==> config.mk <==
export PLATFORM = sky130hd
export DESIGN_NAME = tt_query_framer
export DESIGN_NICKNAME = d
export VERILOG_FILES = /design/src/rtl/tt_pkg.sv /design/src/rtl/tt_frame_buf.sv /design/src/rtl/tt_query_framer.sv
export SDC_FILE = /design/constraint.sdc
export NUM_CORES = 1
export LEC_CHECK = 0
export ABC_AREA = 1
export ABC_CLOCK_PERIOD_IN_PS = 2900
export CORE_ASPECT_RATIO = 0.7
export CORE_UTILIZATION = 55
export DETAILED_ROUTE_END_ITERATION = 6
export PLACE_DENSITY_LB_ADDON = 0.08
export SLEW_MARGIN = 25
export SYNTH_ARGS = -nofsm -noshare
export SYNTH_HDL_FRONTEND = slang
export SYNTH_SLANG_ARGS = --single-unit
==> constraint.sdc <==
create_clock -name i_clk -period 2.9 [get_ports i_clk]
set_input_delay 0.435 -clock i_clk [delete_from_list [all_inputs] [get_ports i_clk]]
set_output_delay 0.435 -clock i_clk [all_outputs]
set_load 0.02 [all_outputs]
==> src/rtl/tt_pkg.sv <==
// rtl/tt_pkg.sv - shared types and constants for the TT query framer
//
// Purpose: node width, FSM state encoding, packed edge type and the cost
// value TT reports for an unreachable target.
// Ports: none (package).
package tt_pkg;

  localparam int NODE_W = 4;

  // TT reports cost 0 when the target cannot be reached
  localparam logic [NODE_W-1:0] COST_UNREACH = '0;

  typedef enum logic [1:0] {
    COLLECT  = 2'd0,
    DROP     = 2'd1,
    BURST    = 2'd2,
    WAIT_RES = 2'd3
  } state_e;

  // One buffer entry: header {start,target} or edge {endpoint A,endpoint B}
  typedef struct packed {
    logic [NODE_W-1:0] src;
    logic [NODE_W-1:0] dst;
  } edge_t;

endpackage

==> src/rtl/tt_frame_buf.sv <==
// rtl/tt_frame_buf.sv - DEPTH x 8-bit frame storage, sync write, comb read
//
// Purpose: holds one query frame (header + edges) while it is collected.
// Ports:
//   i_clk      clock
//   i_wr_en    write strobe
//   i_wr_addr  write address
//   i_wr_data  entry to write
//   i_rd_addr  read address
//   o_rd_data  entry at i_rd_addr, combinational
module tt_frame_buf
  import tt_pkg::*;
#(
  parameter int DEPTH = 32,
  parameter int AW    = 5
) (
  input  logic          i_clk,
  input  logic          i_wr_en,
  input  logic [AW-1:0] i_wr_addr,
  input  edge_t         i_wr_data,
  input  logic [AW-1:0] i_rd_addr,
  output edge_t         o_rd_data
);

  edge_t r_mem [DEPTH];

  always_ff @(posedge i_clk) begin
    if (i_wr_en) begin
      r_mem[i_wr_addr] <= i_wr_data;
    end
  end

  assign o_rd_data = r_mem[i_rd_addr];

endmodule

==> src/rtl/tt_query_framer.sv <==
// rtl/tt_query_framer.sv - buffers a query frame and replays it to TT as one burst
//
// Purpose: collects a header+edges frame from a bursty valid/ready stream,
// replays it to TT as a gap-free in_valid burst, then forwards TT's cost as
// a one-cycle result pulse. Frames larger than DEPTH entries are dropped
// with a frame_err pulse.
// Build option: TT_QF_SELF_LOOP_FILTER_EN - when defined, edge beats with
// equal endpoints are accepted but not buffered.
// Ports:
//   i_clk, i_rst              clock, synchronous active-high reset
//   i_up_valid/o_up_ready     upstream beat handshake
//   i_up_src/i_up_dst         header {start,target} or edge {A,B}
//   i_up_last                 final beat of a frame
//   o_tt_in_valid             TT in_valid
//   o_tt_source/o_tt_destination  TT source/destination
//   i_tt_out_valid/i_tt_cost  TT result
//   o_res_valid/o_res_cost    result pulse / held cost
//   o_frame_err               frame dropped on overflow (pulse)
//   o_busy                    high whenever not collecting
module tt_query_framer
  import tt_pkg::*;
#(
  parameter int DEPTH = 32,
  parameter int AW    = 5
) (
  input  logic              i_clk,
  input  logic              i_rst,
  input  logic              i_up_valid,
  output logic              o_up_ready,
  input  logic [NODE_W-1:0] i_up_src,
  input  logic [NODE_W-1:0] i_up_dst,
  input  logic              i_up_last,
  output logic              o_tt_in_valid,
  output logic [NODE_W-1:0] o_tt_source,
  output logic [NODE_W-1:0] o_tt_destination,
  input  logic              i_tt_out_valid,
  input  logic [NODE_W-1:0] i_tt_cost,
  output logic              o_res_valid,
  output logic [NODE_W-1:0] o_res_cost,
  output logic              o_frame_err,
  output logic              o_busy
);

  localparam logic [AW:0]   CNT_FULL = (AW+1)'(DEPTH);
  localparam logic [AW:0]   CNT_ONE  = (AW+1)'(1);
  localparam logic [AW-1:0] PTR_ONE  = AW'(1);

  state_e            r_state;
  state_e            w_state_nxt;
  logic [AW-1:0]     r_wr_ptr;
  logic [AW-1:0]     r_rd_ptr;
  logic [AW:0]       r_count;
  logic              r_tt_in_valid;
  edge_t             r_tt_edge;
  logic              r_res_valid;
  logic [NODE_W-1:0] r_res_cost;
  logic              r_frame_err;

  logic              w_up_ready;
  logic              w_busy;
  logic              w_accept;
  logic              w_skip;
  logic              w_overflow;
  logic              w_wr_en;
  logic              w_burst_done;
  edge_t             w_wr_data;
  edge_t             w_rd_data;

  assign w_accept  = i_up_valid && w_up_ready;
  assign w_wr_data = '{src: i_up_src, dst: i_up_dst};

`ifdef TT_QF_SELF_LOOP_FILTER_EN
  // count==0 marks the header beat, which is never filtered
  assign w_skip = (r_count != '0) && (i_up_src == i_up_dst);
`else
  assign w_skip = 1'b0;
`endif

  // A filtered beat never needs storage, so it cannot overflow the buffer
  assign w_overflow   = (r_count == CNT_FULL) && !w_skip;
  assign w_wr_en      = (r_state == COLLECT) && w_accept && !w_skip && !w_overflow;
  // rd_ptr is the entry being sent this cycle; the burst ends once the last entry goes out
  assign w_burst_done = (({1'b0, r_rd_ptr} + CNT_ONE) == r_count);

  tt_frame_buf #(
    .DEPTH (DEPTH),
    .AW    (AW)
  ) u_buf (
    .i_clk     (i_clk),
    .i_wr_en   (w_wr_en),
    .i_wr_addr (r_wr_ptr),
    .i_wr_data (w_wr_data),
    .i_rd_addr (r_rd_ptr),
    .o_rd_data (w_rd_data)
  );

  // State register
  always_ff @(posedge i_clk) begin
    if (i_rst) begin
      r_state <= COLLECT;
    end else begin
      r_state <= w_state_nxt;
    end
  end

  // Next-state logic
  always_comb begin
    w_state_nxt = r_state;
    case (r_state)
      COLLECT: begin
        if (w_accept) begin
          if (w_overflow) begin
            w_state_nxt = i_up_last ? COLLECT : DROP;
          end else if (i_up_last) begin
            w_state_nxt = BURST;
          end
        end
      end
      DROP: begin
        if (w_accept && i_up_last) begin
          w_state_nxt = COLLECT;
        end
      end
      BURST: begin
        if (w_burst_done) begin
          w_state_nxt = WAIT_RES;
        end
      end
      WAIT_RES: begin
        if (i_tt_out_valid) begin
          w_state_nxt = COLLECT;
        end
      end
      default: w_state_nxt = COLLECT;
    endcase
  end

  // State-decoded outputs
  always_comb begin
    w_up_ready = (r_state == COLLECT) || (r_state == DROP);
    w_busy     = (r_state != COLLECT);
  end

  // Pointers and registered outputs
  always_ff @(posedge i_clk) begin
    if (i_rst) begin
      r_wr_ptr      <= '0;
      r_rd_ptr      <= '0;
      r_count       <= '0;
      r_tt_in_valid <= 1'b0;
      r_tt_edge     <= '0;
      r_res_valid   <= 1'b0;
      r_res_cost    <= COST_UNREACH;
      r_frame_err   <= 1'b0;
    end else begin
      r_tt_in_valid <= 1'b0;
      r_res_valid   <= 1'b0;
      r_frame_err   <= 1'b0;
      case (r_state)
        COLLECT: begin
          if (w_wr_en) begin
            r_wr_ptr <= r_wr_ptr + PTR_ONE;
            r_count  <= r_count + CNT_ONE;
          end
          if (w_accept && w_overflow && i_up_last) begin
            r_frame_err <= 1'b1;
            r_wr_ptr    <= '0;
            r_rd_ptr    <= '0;
            r_count     <= '0;
          end else if (w_accept && !w_overflow && i_up_last) begin
            r_rd_ptr <= '0;
          end
        end
        DROP: begin
          if (w_accept && i_up_last) begin
            r_frame_err <= 1'b1;
            r_wr_ptr    <= '0;
            r_rd_ptr    <= '0;
            r_count     <= '0;
          end
        end
        BURST: begin
          r_tt_in_valid <= 1'b1;
          r_tt_edge     <= w_rd_data;
          r_rd_ptr      <= r_rd_ptr + PTR_ONE;
        end
        WAIT_RES: begin
          if (i_tt_out_valid) begin
            r_res_cost  <= i_tt_cost;
            r_res_valid <= 1'b1;
            r_wr_ptr    <= '0;
            r_rd_ptr    <= '0;
            r_count     <= '0;
          end
        end
        default: ;
      endcase
    end
  end

  assign o_up_ready       = w_up_ready;
  assign o_busy           = w_busy;
  assign o_tt_in_valid    = r_tt_in_valid;
  assign o_tt_source      = r_tt_edge.src;
  assign o_tt_destination = r_tt_edge.dst;
  assign o_res_valid      = r_res_valid;
  assign o_res_cost       = r_res_cost;
  assign o_frame_err      = r_frame_err;

endmodule

After elaboration in Yosys (flattened, before gate mapping)
Memories as Yosys holds them, arrays and structs flattened. A register that Yosys moved wholly into a read port is not among the register bits.
Cells that the tools add are included.
Word-level totals
  word-level logic and storage cells: 72
  RAM bits: 256
  memories kept: 1
  register bits after elaboration: 25
  output and inout port bits: 17
Operators by class
  reduce and logical (&&, ||, !) cells: 18
  mux-type cells: 28
  add/sub/neg operators: 4
  bitwise gates (word level): 1
  equal/unequal tests: 12
Memory list
  u_buf.r_mem: words 32, bits a word 8, read ports 1, clocked after Yosys merged registers in 1, write ports 1, RTL line tt_frame_buf.sv:25  | edge_t r_mem [DEPTH];
Operators by type and width (number)
  5-bit two-way mux: 6
  6-bit two-way mux: 4
  5-bit one-hot mux with 4 select lines: 1
  6-bit one-hot mux with 3 select lines: 1
  5-bit one-hot mux with 3 select lines: 1
  2-bit two-way mux: 6
  5-bit by 1-bit adder with 5-bit output, second input constant: 2
  1-bit logical AND: 8
  2-bit inequality test, second input constant: 4
  2-bit one-hot mux with 4 select lines: 1
  1-bit two-way mux: 7
  5-bit by 1-bit adder with 6-bit output, second input constant: 1
  6-bit by 1-bit adder with 6-bit output, second input constant: 1
  6-bit equality test: 1
  6-bit equality test, second input constant: 1
  3-bit by 1-bit inequality test with 1-bit output, second input constant: 2
  5-bit AND reduction: 1
  2-bit equality test, second input constant: 2
  4-bit AND reduction: 1
  3-bit inequality test, second input constant: 1
  3-bit AND reduction: 1
  3-bit nonzero test: 1
  2-bit by 1-bit equality test with 1-bit output, second input constant: 1
  2-bit logical NOT: 1
  7 further kinds: 7

Depth between registers and ports, before layout
Gate-level depths: netlist (run 1).
  depth after elaboration: 8
  depth in mapped cells: 13
  mapped depth without buffers: 12

Hierarchy
A second synthesis (run 1) with hierarchy kept.
Second synthesis, totals
  cell total of the unflattened synthesis: 1164
  area, all modules: 12439.4 um^2
Modules (own cells, without submodules)
  tt_frame_buf: cells an instance 914, area an instance 10626.4 um^2, sequential area each 7687.4 um^2, times used 1
  tt_query_framer: cells an instance 250, area an instance 1813.0 um^2, sequential area each 660.6 um^2, times used 1

Worst setup path before layout (run 1)
Ideal clock, no wire load.
  kind: register to register
  from: register r_count[0]
  to: memory u_buf.r_mem[3][0] (netlist bit) (enable)
  period minus slack after synthesis: 1.862 ns
  buffers on the path: 0
  library setup time: 0.370 ns
  cell stages (with the launch flop): 8
  arrival time: 1.492 ns
  slack: 1.038 ns
  cells stage by stage: dfxtp_1 > inv_1 > ha_1 > nand4_1 > nand3_1 > inv_1 > nand2_1 > nor2_1
Between the ends
  cells in the longest elaborated chain, start to end: 5
RTL lines
  from (decl): RTL line tt_query_framer.sv:52  | logic [AW:0] r_count;
  from (signal assigned): RTL line tt_query_framer.sv:163  | r_count <= r_count + CNT_ONE;
  6-bit equality test: RTL line tt_query_framer.sv:80  | assign w_overflow = (r_count == CNT_FULL) && !w_skip;
  1-bit logical NOT: RTL line tt_query_framer.sv:81  | assign w_wr_en = (r_state == COLLECT) && w_accept && !w_skip && !w_overflow;
  1-bit logical AND: RTL line tt_query_framer.sv:81
  1-bit two-way mux: RTL line tt_frame_buf.sv:28  | if (i_wr_en) begin
  1-bit two-way mux (implied by the code): RTL line tt_frame_buf.sv:29  | r_mem[i_wr_addr] <= i_wr_data;
  to (decl): RTL line tt_frame_buf.sv:25
Every way passes these cells.

Worst setup path after layout (run 1)
  from: register r_count[0]
  to: memory u_buf.r_mem[27][2] (netlist bit) (enable)
The elaborated chain is that of the path after synthesis.

==> results of run 1 <==
power by group:
part           switching [mW]  total [mW]  leakage, nW  internal, mW
clock                    1.55        3.56        0.424          2.01
combinational           0.654       0.959         2.46         0.305
sequential             0.0376        4.62         2.57          4.59
per-stage QoR:
stage / setup WS [ns] / hold WS, ns / total power [mW] / area, um2
floorplan: 1.04 / 0.485 / 5.31 / 12400
global placement: 0.442 / 0.431 / 5.66 / 13300
detailed placement: 0.430 / 0.437 / 5.66 / 13300
CTS: 0.554 / 0.447 / 9.17 / 14200
global route: 0.392 / 0.460 / 9.46 / 14200
finish: 0.508 / 0.444 / 9.14 / 14200
logic make-up after synthesis:
group	count (synthesis)	synth area share
flops	289	0.671
fa+ha+maj	7	0.00704
simple gates	626	0.203
compound gates	117	0.0576
xor+xnor	3	0.00211
buf+inv	177	0.0587
registers in the layout, indices dropped and copies added (netlist names):
register,count
o_res_valid,1
r_wr_ptr,5
o_frame_err,1
o_res_cost,4
u_buf.r_mem,256
o_tt_source,4
o_tt_in_valid,1
r_count,6
o_tt_destination,4
r_rd_ptr,5
r_state,2
placed cells by master (no fill, tap or decap), types with 9 or more instances in the layout:
cell type,synthesis,layout
buf_4,5,51
edfxtp_1,256,256
nand2_1,354,354
nor2_1,152,152
a21oi_1,15,15
clkdlybuf4s50_1,0,33
o21ai_0,51,51
clkbuf_16,0,27
inv_1,110,109
nand3_1,96,96
clkinv_1,1,9
o211ai_1,48,48
dfxtp_1,33,32
cells in the mapped netlist (2+ instances only):
library cell / count
nand4_1: 3
o32ai_1: 2
o21ai_0: 51
buf_1: 8
inv_2: 4
ha_1: 7
inv_1: 110
nand2_1: 354
o211ai_1: 48
nand3_1: 96
nor2_2: 4
a21oi_1: 15
nor2_1: 152
nor3_1: 6
clkbuf_1: 17
edfxtp_1: 256
dfxtp_1: 33
xor2_1: 2
buf_4: 5
buf_2: 31
or2_2: 8
worst paths after layout:
path | start | end | depth (start not counted)
hold / removal | o_res_cost[1] | o_res_cost[1] | 2
setup / recovery | r_count[0] | u_buf.r_mem[27][2] | 8
setup reg to reg | r_count[0] | u_buf.r_mem[27][2] | 8
hold reg to reg | o_res_cost[1] | o_res_cost[1] | 2
final cells by class:
type | instances | share of cell area
timing repair buffer | 87 | 0.0546
tap | 282 | 0.0249
sequential | 289 | 0.590
inverter | 115 | 0.0306
clock buffer | 32 | 0.0498
multi-input combinational | 753 | 0.237
clock inverter | 18 | 0.0125
layer usage:
metal,vias up,routed length [um],GRT usage
li1,4172,-,-
met1,3953,13800,0.398
met2,309,12000,0.361
met3,43,2260,0.0438
met4,0,514,0.0543
met5,-,0,0
worst min-delay path, stage by stage, from the launching register on:
cell and delay, ns:
dfxtp_1 0.31, inv_1 0.05, a21oi_1 0.05
==> reports/qor.csv, run 1 <==
metric,value,unit
cp-end-kind,flip-flop,
setup_violations,0,
syn_to_final_growth,13.8,%
yosys.area.top_type,edfxtp_1,
cts_buffers,27,
portBuffers,33,
routed_wl,28500,um
max_cap_violations,0,
diodes,0,
hold_viol,0,
final_core_util,0.646,
crit_buf_inv,3,
post_cts_buffers,0,
clk_latency,0.56,ns
fin_nets,1297,
synth_top_area_share,0.618,
postRouteAntennaNets,0,
power-per-cell-area,646,nW/um2
synth.distinct_cells,28,
netlist_top_cells_area,"edfxtp_1, nand2_1, dfxtp_1",
grt_pass1_wl,43700,um
wl_per_cell,18.1,um
multi_input_area,3360,um2
cp_max_fo,8,
ys_seq_elements,289,
netlist_area,12400,um2
route.detailed.drc,0,
ys.flop_type,edfxtp_1,
h-tree-depth,1,
ff_latch_area,8350,um2
cp_top_family,simple AND/OR/NAND/NOR gates,
cp_slowest_stage_delay,0.41,ns
syn_inst,1219,
antenna_found_initial,0,
drive_above_1_share,0.0873,
cts_sinks,289,
dieArea,23200,um2
ys_warn_count,0,
coreArea,21900,um2
cts_hold_buf,0,
worst_pin_slew,0.976,ns
relSlewSlack,0.346,
path_clk_slew,0.07,ns
grt_usage,0.251,
drt_pre_antenna_iters,5,
r2r_setup_slack,0.51,ns
placedCellCount,1526,
start_util,0.568,
die_h,128,um
grt_pass1_vias,7604,
post_cts_resized,0,
setup_tns,0,ns
place.gp.congestion,0.851,
hold_path.class,reg -> reg,
die_w,182,um
fillers,1763,
fmax,418,MHz
path_class,reg -> reg,
clock_skew,0.0175,ns
syn_nets,1243,
cts_buffer_depth,3,
io_pins,34,
crit_top_cell,inv_1,
grt_overflow,0,
rows,45,
grt_max_degree,141,
crit_required,3.17,ns
drtIter0Drc,948,
cts_tree,done,
status,finished clean,
via_per_inst,5.38,
final_cells,1576,
dp_hpwl,17300,um
rsz0062_at_grt,no,
layout_min_cycle_time,2.39,ns
syn-mean-instance-area,10.2,um2
path_cells,inv_1 -> ha_1 -> nand4_1 -> nand3_1 -> inv_1 -> nand2_1 -> nor2_1 -> buf_4,
synth_edf_count,256,
yosysSeqAreaShare,0.671,
synthArstFlopShare,0,
crit_slowest_cell,dfxtp_1,
ir_worst_vdd,0.538,mV
critPathLaunchType,flip-flop,
p_leak,5.46,nW
vias,8477,
drv_slew,0,
root_buffer,clkbuf_16,
cp.arrival,2.66,ns
fin_crit_sh,0.825,
(Power assumes the default switching activity.)
==> inputs of run 2 (changes only) <==
--- a/config.mk
+++ b/config.mk
@@ -6,7 +6,7 @@
 export NUM_CORES = 1
 export LEC_CHECK = 0
 export ABC_AREA = 1
-export ABC_CLOCK_PERIOD_IN_PS = 2900
+export ABC_CLOCK_PERIOD_IN_PS = 2100
 export CORE_ASPECT_RATIO = 0.7
 export CORE_UTILIZATION = 55
 export DETAILED_ROUTE_END_ITERATION = 6
==> constraint.sdc (replaced) <==
create_clock -name i_clk -period 2.1 [get_ports i_clk]
set_input_delay 0.315 -clock i_clk [delete_from_list [all_inputs] [get_ports i_clk]]
set_output_delay 0.315 -clock i_clk [all_outputs]
set_load 0.02 [all_outputs]
==> run 2 against run 1 <==
Against the previous run:
- critical path depth down 5
- clock skew is 0.0042 ns lower
- global-route usage up 1.6 points
- core utilization increased by 1.9 points
- sequential power grew 38%
- design area rose by 2.9%
- clock-buffer cell count is 3 lower
- combinational power is 49% higher
- cell count up 1.8%
- non-clock buffer count is 26 higher
- die area unchanged
- wire length is 5.8% higher
- largest power group unchanged
- highest routed layer unchanged
==> reports/qor.csv, run 2 (synthesis gave the netlist of run 1 again) <==
metric,value,unit,change
cts_buffer_depth,3,,unchanged
cts_buffers,28,,was 27
drive_above_1_share,0.113,,was 0.0873
fin_nets,1324,,was 1297
route.detailed.drc,0,,unchanged
grt_usage,0.267,,was 0.251
via_per_inst,5.45,,was 5.38
h-tree-depth,1,,unchanged
cp.arrival,1.62,ns,was 2.66 ns
crit_buf_inv,2,,was 3
largest_register_ffs,256,,unchanged
clk_latency,0.55,ns,was 0.56 ns
preCtsSetupSlack,0.0257,ns,was 0.430 ns
final_cell_mix,"nand2_1, edfxtp_1, nor2_1",,unchanged
min_path_cells,3,,was 2
p_leak,5.70,nW,was 5.46 nW
layout_setup_ws,0.161,ns,was 0.508 ns
hold_path_end,o_res_cost[1],,unchanged
wl_per_cell,18.8,um,was 18.1 um
layout_min_cycle_time,1.94,ns,
syn_to_final_growth,17.1,%,was 13.8%
cp_max_fo,3,,was 8
regMostFlops,u_buf.r_mem,,unchanged
power-per-cell-area,914,nW/um2,was 646 nW/um2
p_int,10.1,mW,was 6.90 mW
grt_pass1_vias,8243,,was 7604
die_w,182,um,unchanged
diodes,0,,unchanged
fmax,516,MHz,
reg2reg_to,u_buf.r_mem[20][3],,was u_buf.r_mem[27][2]
relSlewSlack,0.687,,was 0.346
drv_slew,0,,unchanged
largest_registers,"u_buf.r_mem: 256 flops, r_count: 6 flops",,unchanged
path_cells,nor2_1 -> inv_1 -> clkdlybuf4s50_1,,was inv_1 -> ha_1 -> nand4_1 -> nand3_1 -> inv_1 -> nand2_1 -> nor2_1 -> buf_4
routed_wl,30200,um,was 28500 um
worst_pin_slew,0.469,ns,was 0.976 ns
rows,45,,unchanged
grt_max_degree,79,,was 141
grt_pass1_wl,46400,um,was 43700 um
setup_violations,0,,unchanged
antenna_found_initial,1,,was 0
grt_overflow,0,,unchanged
p_switching,3.17,mW,was 2.24 mW
final_core_util,0.665,,was 0.646
rsz0062_at_grt,no,,unchanged
p_seq_frac,0.479,,was 0.506
mostFrequentLayoutCell,nand2_1,,unchanged
critPathLaunchType,flip-flop,,unchanged
cts_sinks,289,,unchanged
comb_power_share,0.107,,was 0.105
p_sw_frac,0.238,,was 0.245
die_h,128,um,unchanged
cp_top_family,buffers and inverters,,was simple AND/OR/NAND/NOR gates
io_pins,34,,unchanged
crit_slowest_cell,clkdlybuf4s50_1,,was dfxtp_1
cp-end-kind,output port,,was flip-flop
cp_slowest_stage_delay,0.53,ns,was 0.41 ns
status,finished clean,,unchanged
path_class,reg -> out,,was reg -> reg
root_buffer,clkbuf_16,,unchanged
cts_tree,done,,unchanged
start_util,0.568,,unchanged
path_clk_slew,0.06,ns,was 0.07 ns
drtIter0Drc,748,,was 948
fin_crit_sh,0.923,,
reg2reg_from,r_count[0],,unchanged
rr_worst_depth,9,,was 8
hold_path.class,in -> reg,,was reg -> reg
clock_skew,0.0134,ns,was 0.0175 ns
max_cap_violations,0,,unchanged
vias,8741,,was 8477
hold_viol,0,,unchanged
clock_power_share,0.414,,was 0.389
ir_worst_vdd,0.860,mV,was 0.538 mV
crit_required,1.78,ns,was 3.17 ns
dp_hpwl,19100,um,was 17300 um
r2r_setup_slack,0.18,ns,was 0.51 ns
drt_pre_antenna_iters,5,,unchanged
portBuffers,33,,unchanged
coreArea,21900,um2,unchanged
dieArea,23200,um2,unchanged
postRouteAntennaNets,0,,unchanged
cts_hold_buf,0,,unchanged
place.gp.congestion,0.907,,was 0.851
hp-start,i_tt_cost[1],,was o_res_cost[1]
setup_tns,0,ns,unchanged
run 2: what timing repair did:
| action | 4_1_cts | 5_1_grt |
|---|---|---|
| gates resized for setup | 1 | 1 |
| setup buffers | 0 | 0 |
| hold endpoints to repair | 0 | 0 |
| setup endpoints to repair | 1 | 2 |
run 2: worst max-delay path by stage:
stage / endpoint / cells after the start / start / slack, ns
CTS: o_busy / 3 / r_state[1] / 0.14
detailed placement: r_wr_ptr[3] / 10 / i_up_valid / 0.03
global route: o_busy / 3 / r_state[1] / 0.08
floorplan: u_buf.r_mem[3][0] / 7 / r_count[0] / 0.24
finish: o_busy / 3 / r_state[1] / 0.16
global placement: u_buf.r_mem[22][2] / 7 / i_up_valid / 0.10
run 2: layer usage:
metal  vias up  track usage  part of all wire
met3        45       0.0469             0.071
li1       4225            -                 -
met5         -            0                 0
met1      4151        0.409              0.48
met2       320        0.397              0.43
met4         0       0.0688             0.020
run 2: power by group through the flow:
stage               logic [mW]  clock network [mW]  registers, mW
floorplan                0.811                   0           6.52
global placement          1.40                   0           6.49
detailed placement        1.41                   0           6.49
CTS                       1.42                5.55           6.37
global route              1.58                5.78           6.37
finish                    1.43                5.51           6.37
run 2: final cells by class:
class                           count  area [um2]
Clock buffer                       29         704
Clock inverter                     23         315
Fill cell                        1731        7340
Inverter                          115         433
Multi-Input combinational cell    753        3360
Sequential cell                   289        8350
Tap cell                          282         353
Timing Repair Buffer              113        1050
run 2: metrics by stage:
stage | hold slack, ns | area [um2] | total power [mW] | instances
4_1_cts | 0.386 | 14600 | 13.3 | 1604
6_report | 0.397 | 14600 | 13.3 | 1604
5_1_grt | 0.394 | 14600 | 13.7 | 1604
2_1_floorplan | 0.398 | 12400 | 7.34 | 1219
3_5_place_dp | 0.440 | 13500 | 7.91 | 1552
3_3_place_gp | 0.434 | 13500 | 7.90 | 1552
run 2: tightest hold or removal path, delay by kind of cell:
family,cells,cell delay (ns)
buf+inv,1,0.39
compound gates,2,0.19
==> inputs of run 3 (changes only) <==
--- a/config.mk
+++ b/config.mk
@@ -10,6 +10,7 @@
 export CORE_ASPECT_RATIO = 0.7
 export CORE_UTILIZATION = 55
 export DETAILED_ROUTE_END_ITERATION = 6
+export HOLD_SLACK_MARGIN = 0.12
 export PLACE_DENSITY_LB_ADDON = 0.08
 export SLEW_MARGIN = 25
 export SYNTH_ARGS = -nofsm -noshare
==> results of run 3 <==
No change in the layout: final DEF, timing and power equal those of run 2.
